==> src/rtl/fetch_pkg.sv <==
// fetch_pkg: shared constants and types for the instruction-fetch stage
package fetch_pkg;
    localparam logic [31:0] DEF_RESET_VECTOR = 32'hBFC00000;
    localparam logic [31:0] NOP_INSTR = 32'h00000013;
    typedef enum logic {RUN, HALT} fetch_state_t;
    typedef struct packed {
        logic [31:0] instr;
        logic [31:0] pc;
        logic        fault;
    } slot_t;
endpackage

==> src/rtl/fetch_if.sv <==
// fetch_if: valid/ready slot handshake between fetch and decode
interface fetch_if #(parameter int A_WIDTH = 32);
    logic               out_valid;
    logic               out_ready;
    logic [31:0]        out_instr;
    logic [A_WIDTH-1:0] out_pc;
    logic [A_WIDTH-1:0] out_pc_plus4;
    logic               out_fault;
    modport master (
        output out_valid, out_instr, out_pc, out_pc_plus4, out_fault,
        input  out_ready
    );
    modport slave (
        input  out_valid, out_instr, out_pc, out_pc_plus4, out_fault,
        output out_ready
    );
endinterface

==> src/rtl/fetch_slot.sv <==
// fetch_slot: one-entry instruction register with load/flush/hold controls
module fetch_slot
    import fetch_pkg::*;
#(
    parameter int A_WIDTH = 32
) (
    input  logic               clk,
    input  logic               rst_n,
    input  logic               load,
    input  logic               flush,
    input  logic [31:0]        load_instr,
    input  logic [A_WIDTH-1:0] load_pc,
    input  logic               load_fault,
    output logic               valid,
    output logic [31:0]        instr,
    output logic [A_WIDTH-1:0] pc,
    output logic               fault
);
    always_ff @(posedge clk or negedge rst_n)
        if (!rst_n) begin
            valid <= 1'b0;
            instr <= NOP_INSTR;
            pc    <= '0;
            fault <= 1'b0;
        end else if (flush) begin
            valid <= 1'b0;
        end else if (load) begin
            valid <= 1'b1;
            instr <= load_instr;
            pc    <= load_pc;
            fault <= load_fault;
        end
endmodule

==> src/rtl/fetch_unit.sv <==
// fetch_unit: PC, ROM window check and RUN/HALT control feeding a one-entry decode slot
module fetch_unit
    import fetch_pkg::*;
#(
    parameter int                 A_WIDTH      = 32,
    parameter logic [A_WIDTH-1:0] RESET_VECTOR = A_WIDTH'(DEF_RESET_VECTOR),
    parameter int                 ROM_BYTES    = 4096
) (
    input  logic               clk,
    input  logic               rst_n,
    output logic [A_WIDTH-1:0] imem_addr,
    input  logic [31:0]        imem_data,
    input  logic               redirect_valid,
    input  logic [A_WIDTH-1:0] redirect_target,
    fetch_if.master            dec
);
    localparam logic [A_WIDTH-1:0] LAST = RESET_VECTOR + A_WIDTH'(ROM_BYTES - 4);
    fetch_state_t       state, state_next;
    logic [A_WIDTH-1:0] pc, pc_next;
    logic               advance, fault_now, load, flush;
    logic [31:0]        load_instr;
    assign advance    = !dec.out_valid || dec.out_ready;
    assign fault_now  = pc[1:0] != 2'b00 || pc < RESET_VECTOR || pc > LAST;
    assign load_instr = fault_now ? NOP_INSTR : imem_data;
    assign imem_addr  = pc;
    assign dec.out_pc_plus4 = dec.out_pc + A_WIDTH'(4);
    always_ff @(posedge clk or negedge rst_n)
        if (!rst_n) begin
            state <= RUN;
            pc    <= RESET_VECTOR;
        end else begin
            state <= state_next;
            pc    <= pc_next;
        end
    // A faulting fetch parks the PC on the bad address until a redirect arrives
    always_comb begin
        state_next = state;
        pc_next    = pc;
        load       = 1'b0;
        flush      = 1'b0;
        if (redirect_valid) begin
            pc_next    = redirect_target;
            flush      = 1'b1;
            state_next = RUN;
        end else if (advance) begin
            load  = state == RUN;
            flush = state == HALT;
            if (state == RUN) begin
                pc_next    = fault_now ? pc : pc + A_WIDTH'(4);
                state_next = fault_now ? HALT : RUN;
            end
        end
    end
    fetch_slot #(.A_WIDTH(A_WIDTH)) u_slot (
        .clk        (clk),
        .rst_n      (rst_n),
        .load       (load),
        .flush      (flush),
        .load_instr (load_instr),
        .load_pc    (pc),
        .load_fault (fault_now),
        .valid      (dec.out_valid),
        .instr      (dec.out_instr),
        .pc         (dec.out_pc),
        .fault      (dec.out_fault)
    );
endmodule

==> src/flat_wrapper.sv <==
// flat-port wrapper written by rule: the top's interface ports become plain ports
module fetch_unit_flat import fetch_pkg::*;
#(
    parameter int                 A_WIDTH      = 32,
    parameter logic [A_WIDTH-1:0] RESET_VECTOR = A_WIDTH'(DEF_RESET_VECTOR),
    parameter int                 ROM_BYTES    = 4096
)
  (clk, rst_n, imem_addr, imem_data, redirect_valid, redirect_target, dec_out_valid, dec_out_instr, dec_out_pc, dec_out_pc_plus4, dec_out_fault, dec_out_ready);
  fetch_if #(.A_WIDTH(A_WIDTH)) dec_i ();
  input  logic clk;
  input  logic rst_n;
  output logic [A_WIDTH-1:0] imem_addr;
  input  logic [31:0] imem_data;
  input  logic redirect_valid;
  input  logic [A_WIDTH-1:0] redirect_target;
  output wire logic [$bits(dec_i.out_valid)-1:0] dec_out_valid;
  output wire logic [$bits(dec_i.out_instr)-1:0] dec_out_instr;
  output wire logic [$bits(dec_i.out_pc)-1:0] dec_out_pc;
  output wire logic [$bits(dec_i.out_pc_plus4)-1:0] dec_out_pc_plus4;
  output wire logic [$bits(dec_i.out_fault)-1:0] dec_out_fault;
  input wire logic [$bits(dec_i.out_ready)-1:0] dec_out_ready;
  assign dec_out_valid = dec_i.out_valid;
  assign dec_out_instr = dec_i.out_instr;
  assign dec_out_pc = dec_i.out_pc;
  assign dec_out_pc_plus4 = dec_i.out_pc_plus4;
  assign dec_out_fault = dec_i.out_fault;
  assign dec_i.out_ready = dec_out_ready;
  fetch_unit #(.A_WIDTH(A_WIDTH), .RESET_VECTOR(RESET_VECTOR), .ROM_BYTES(ROM_BYTES)) u_core (.clk(clk), .rst_n(rst_n), .imem_addr(imem_addr), .imem_data(imem_data), .redirect_valid(redirect_valid), .redirect_target(redirect_target), .dec(dec_i));
endmodule
==> config.mk <==
export PLATFORM = sky130hd
export DESIGN_NAME = fetch_unit_flat
export DESIGN_NICKNAME = d
export VERILOG_FILES = /design/src/rtl/fetch_pkg.sv /design/src/rtl/fetch_if.sv /design/src/rtl/fetch_slot.sv /design/src/rtl/fetch_unit.sv /design/src/flat_wrapper.sv
export SDC_FILE = /design/constraint.sdc
export NUM_CORES = 1
export LEC_CHECK = 0
export CORE_MARGIN = 2
export CORE_UTILIZATION = 30
export DETAILED_ROUTE_END_ITERATION = 8
export PLACE_DENSITY = 0.62
export SLEW_MARGIN = 30
export SYNTH_ARGS = -nofsm -noshare
export SYNTH_HDL_FRONTEND = slang
export SYNTH_SLANG_ARGS = --single-unit
==> constraint.sdc <==
create_clock -name clk -period 2.3 [get_ports clk]
set_input_delay 0.23 -clock clk [delete_from_list [all_inputs] [get_ports clk]]
set_output_delay 0.23 -clock clk [all_outputs]
set_load 0.02 [all_outputs]
# Yosys cells after proc, flatten, opt, wreduce, memory -nomap -nowiden
# Index checks and enable logic that the tools add are counted.
# word_totals
reg_bits,99
inputBits,68
elab_cells,38
# classes
reduce_logical,9
eq_ne,2
n_mux,15
n_lt_le_gt_ge,2
addsub,2
n_bitwise,2
# ops
operator,count
2-to-1 mux 32 bit,5
"adder 32 x 3 -> 32 bit, second input constant",2
"greater-than comparator 32 bit, second input constant",1
"less-than comparator 32 bit, second input constant",1
2-to-1 mux 1 bit,10
nonzero test 2 bit,3
"inequality test 2 bit, second input constant",2
logical OR 1 bit,3
AND reduction 3 bit,1
NOT 1 bit,2
AND reduction 2 bit,1
zero test 1 bit,1

# Depth between registers and ports, before layout
# logic_depth
word_depth,7
mapped_depth,6
ltp_nobuf,5

# Hierarchy
# From an unflattened synthesis, not the netlist that was laid out.
# hier_totals
cells_unflattened,411
area_unflattened_um2,5191.2
# by_module_without_submodules
mod,seq_area_each_um2,area_per_inst_um2,cells_per_inst,instances
fetch_slot,1655.3,2723.9,141,1
fetch_unit,837.1,2467.4,270,1

# Worst setup path before layout
# No wires, ideal clock.
# synth_timing
path_type,flip-flop to output port
from,register u_core.u_slot.pc[4]
to,output port dec_out_pc_plus4[26]
path_stages_with_launch,7
slack_ns,-0.013
t_required_ns,2.070
t_arrival_ns,2.083
path_buffers,1
path_cell_list,dfrtp_1 and4_1 buf_2 nand4_1 nor4_1 nand3_1 xnor2_1
# synth_between
elab_chain_cells,1
# synth_rtl
item,line_no,source
start: declaration,fetch_slot.sv:16,"output logic [A_WIDTH-1:0] pc,"
start signal: assignment,fetch_slot.sv:30,pc <= load_pc;
adder 32 x 3 -> 32 bit,fetch_unit.sv:26,assign dec.out_pc_plus4 = dec.out_pc + A_WIDTH'(4);
end: declaration,flat_wrapper.sv:19,output wire logic [$bits(dec_i.out_pc_plus4)-1:0] dec_out_pc_plus4;
# Every way passes these cells.

# Final worst setup path
# layout_timing
from,register u_core.u_slot.pc[6]
to,output port dec_out_pc_plus4[26]
# Same word-level chain as after synthesis.

==> impl_metrics.yaml <==
status:
  status: "complete, but fails checks"
  violations: "setup timing"
critical_path:
  worstReg2RegStart: "u_core.imem_addr[1]$_DFFE_PN0P_"
  cpMostUsedCell: "buf_4"
  reg2reg_slack_ps: 120
  startpoint_type: "flop"
  cp_cell_sequence: "and4_1 > buf_4 > nand4_1 > buf_6 > nor4_4 > buf_4 > nand3_1 > xnor2_1 > buf_4"
  cp_max_fo: 5
  critPathArrivalTime_ps: 2110
  max_stage_delay_ps: 340
  r2r_cells: 5
  cp.required_ps: 2070
  path_class: "reg -> out"
  r2r-end: "u_core.imem_addr[7]$_DFFE_PN0P_"
  cpMaxStageDelayCell: "dfrtp_1"
  cp-end-kind: "output port"
final_layout:
  diodes: 0
  syn_to_final_growth_pct: 64.3
  multi_input_area_um2: 1930
  final_nets: 722
  utilization_pct: 50.6
  fillCellCount: 1343
  drive_above_1_share_pct: 21.5
  area.sequential_um2: 2490
sta:
  finalCritPeriodShare_pct: 102
  fmax_mhz: 428
  clock_skew_ps: 5.11
  hold_viol: 0
  whs_ps: 405
  fin_crit_ps: 2340
  drv_slew: 0
  worst_slack_ps: -37.9
  worst_pin_slew_ps: 557
  setup_viol: 1
  rsz0062_at_grt: "true"
  max_slew_margin_pct: 62.8
logic_synthesis:
  synth_cells: 413
  ys_ff_latch: 99
  ys_warn_count: 0
  synth.area.mux_share_pct: 5.98
  synth_edf_count: 0
  synth_cell_type_count: 39
  yosysMostFrequentCell: "nand2_1"
  synth-compound-area-share_pct: 7.88
  avgSynthCellArea_um2: 10.8
  synthDominantCellAreaShare_pct: 48.6
  synth.cell_area_um2: 4480
  ys_async_sr_fraction_pct: 100
  synth_top_area_cell: "dfrtp_1"
  synth_nets: 483
  synthFlopType: "dfrtp_1"
  yosys-top-cells-count: "nand2_1, dfrtp_1, a22o_1"
  synth-xor-area-share_pct: 7.24
  synth_top_cells_by_area: "dfrtp_1, nand2_1, dfstp_2"
  synthSimpleGateAreaFrac_pct: 20.2
  synth_top_family_by_area: "simple AND/OR/NAND/NOR gates"
  synth_fa_ha_area_share_pct: 0.559
  yosysSeqAreaShare_pct: 55.7
drt:
  drc: 0
  ant_nets: 0
  wire_per_inst_um: 16.1
  vias_per_cell: 4.75
  drtIter0Drc: 201
  drtPass1Iterations: 4
  routed_wirelength_um: 13600
  num_vias: 3994
grt:
  track_usage_pct: 17.1
  grt_max_degree: 39
  grt_overflow_total: 0
  grt_pass1_wl_um: 21400
  antenna_found_initial: 0
  first_global_vias: 4085
run:
  maxCapViolCount: 0
cts:
  clock-sinks: 99
  htreeDepth: 3
  clkTransAtPathRegs_ps: 70
  clock-root-buffer: "clkbuf_16"
  ctsLongestPathBuffers: 2
  cts_tree: "yes"
  insertion_delay_ps: 350
  cts_made_buffers: 9
place:
  hpwl_um: 10200
  gp_congestion: 0.799
  post-place-ws_ps: -83.6
  io_buffers: 197
die:
  die_x_um: 126
  die_h_um: 126
  pin_count: 198
  initial_core_util_pct: 30.8
  dieArea_um2: 15900
  coreArea_um2: 14500
  rows: 44
power:
  p_total_uw: 5360
  power.leakage_uw: 0.00331
  max-vdd-ir-drop_mv: 0.399
  power-per-cell-area_nw_per_um2: 729
min_path:
  hp-class: "in -> async"
==> where the power goes <==
part | switching (µW) | internal (µW) | total (µW)
registers | 163 | 1910 | 2080
clock network | 651 | 1060 | 1710
logic | 794 | 779 | 1570
total | 1610 | 3750 | 5360
==> registers in the layout, indices dropped and copies added, names as in the netlist <==
| signal | cells |
|---|---|
| u_core.imem_addr | 32 |
| u_core.u_slot.fault | 1 |
| u_core.u_slot.instr | 32 |
| u_core.u_slot.pc | 32 |
| u_core.u_slot.valid | 1 |
| u_core.state | 1 |
==> final cells by class <==
cell class | instances | share of cell area (%)
inverters | 3 | 0.153
well taps | 184 | 3.13
clock buffers | 9 | 3.06
clock inverters | 7 | 1.58
repair buffers | 249 | 32.0
flip-flops and latches | 99 | 33.9
multi-input cells | 290 | 26.2
==> worst max-delay path by stage <==
| stage | startpoint | to | slack [ps] |
|---|---|---|---|
| after global placement | u_core.u_slot.pc[4]$_DFFE_PN0P_ | dec_out_pc_plus4[30] | -70 |
| after detailed placement | u_core.u_slot.pc[4]$_DFFE_PN0P_ | dec_out_pc_plus4[30] | -80 |
| final | u_core.u_slot.pc[6]$_DFFE_PN0P_ | dec_out_pc_plus4[26] | -40 |
| after CTS | u_core.u_slot.pc[4]$_DFFE_PN0P_ | dec_out_pc_plus4[30] | -180 |
| after global routing | u_core.u_slot.pc[6]$_DFFE_PN0P_ | dec_out_pc_plus4[26] | -160 |
| after floorplan | u_core.u_slot.pc[4]$_DFFE_PN0P_ | dec_out_pc_plus4[31] | 80 |
==> layout by cell type, fill, tap and decap left out, types with 11 or more instances in the layout <==
| master | netlist | final |
|---|---|---|
| clkdlybuf4s50_1 | 0 | 170 |
| buf_4 | 5 | 53 |
| a22o_1 | 29 | 29 |
| dfrtp_1 | 87 | 87 |
| nand2_1 | 118 | 116 |
| dfstp_2 | 12 | 12 |
| nand3_1 | 14 | 12 |
| mux2_2 | 22 | 22 |
| nand4_1 | 11 | 11 |
| xnor2_1 | 27 | 26 |
==> what timing repair did <==
item | CTS | global route
hold endpoints to repair | 27 | 0
endpoints found under the setup margin | 19 | 52
gates resized for setup | 45 | 36
hold buffers | 1 | 0
gates cloned | 0 | 0
pin swaps | 1 | 2
setup buffers | 0 | 4
==> stage by stage <==
| step | cell area [µm²] | TNS (ps) | std cells |
|---|---|---|---|
| floorplan | 4480 | 0 | 413 |
| global placement | 6980 | -223 | 820 |
| detailed placement | 6980 | -289 | 820 |
| CTS | 7310 | -178 | 837 |
| global route | 7360 | -416 | 841 |
| finish | 7360 | -37.9 | 841 |
==> cell families (layout without fill, tap and decap cells) <==
logic type / after synthesis / in the layout
AO/OA/AOI/OAI: 44 / 44
XOR/XNOR: 37 / 37
multiplexers: 24 / 24
AND/OR/NAND/NOR: 183 / 183
buffers and inverters: 24 / 268
flip-flops: 99 / 99
adder cells (fa/ha/maj): 2 / 2
==> metal layers <==
metal | vias to the layer above | global-route usage (%) | share of wire, %
met1 | 1902 | 22.1 | 43
li1 | 1906 | - | -
met3 | 22 | 4.67 | 7.1
met2 | 164 | 27.0 | 47
met5 | - | 0 | 0
met4 | 0 | 7.30 | 2.7
==> worst max-delay path: cells and delay by family (launching register included) <==
kind                   cells  cell delay, ps
AND/OR/NAND/NOR            4             550
flip-flops                 1             340
buffers and inverters      4             610
XOR/XNOR                   1             240
Note: power is estimated with default switching activity, not from simulation.
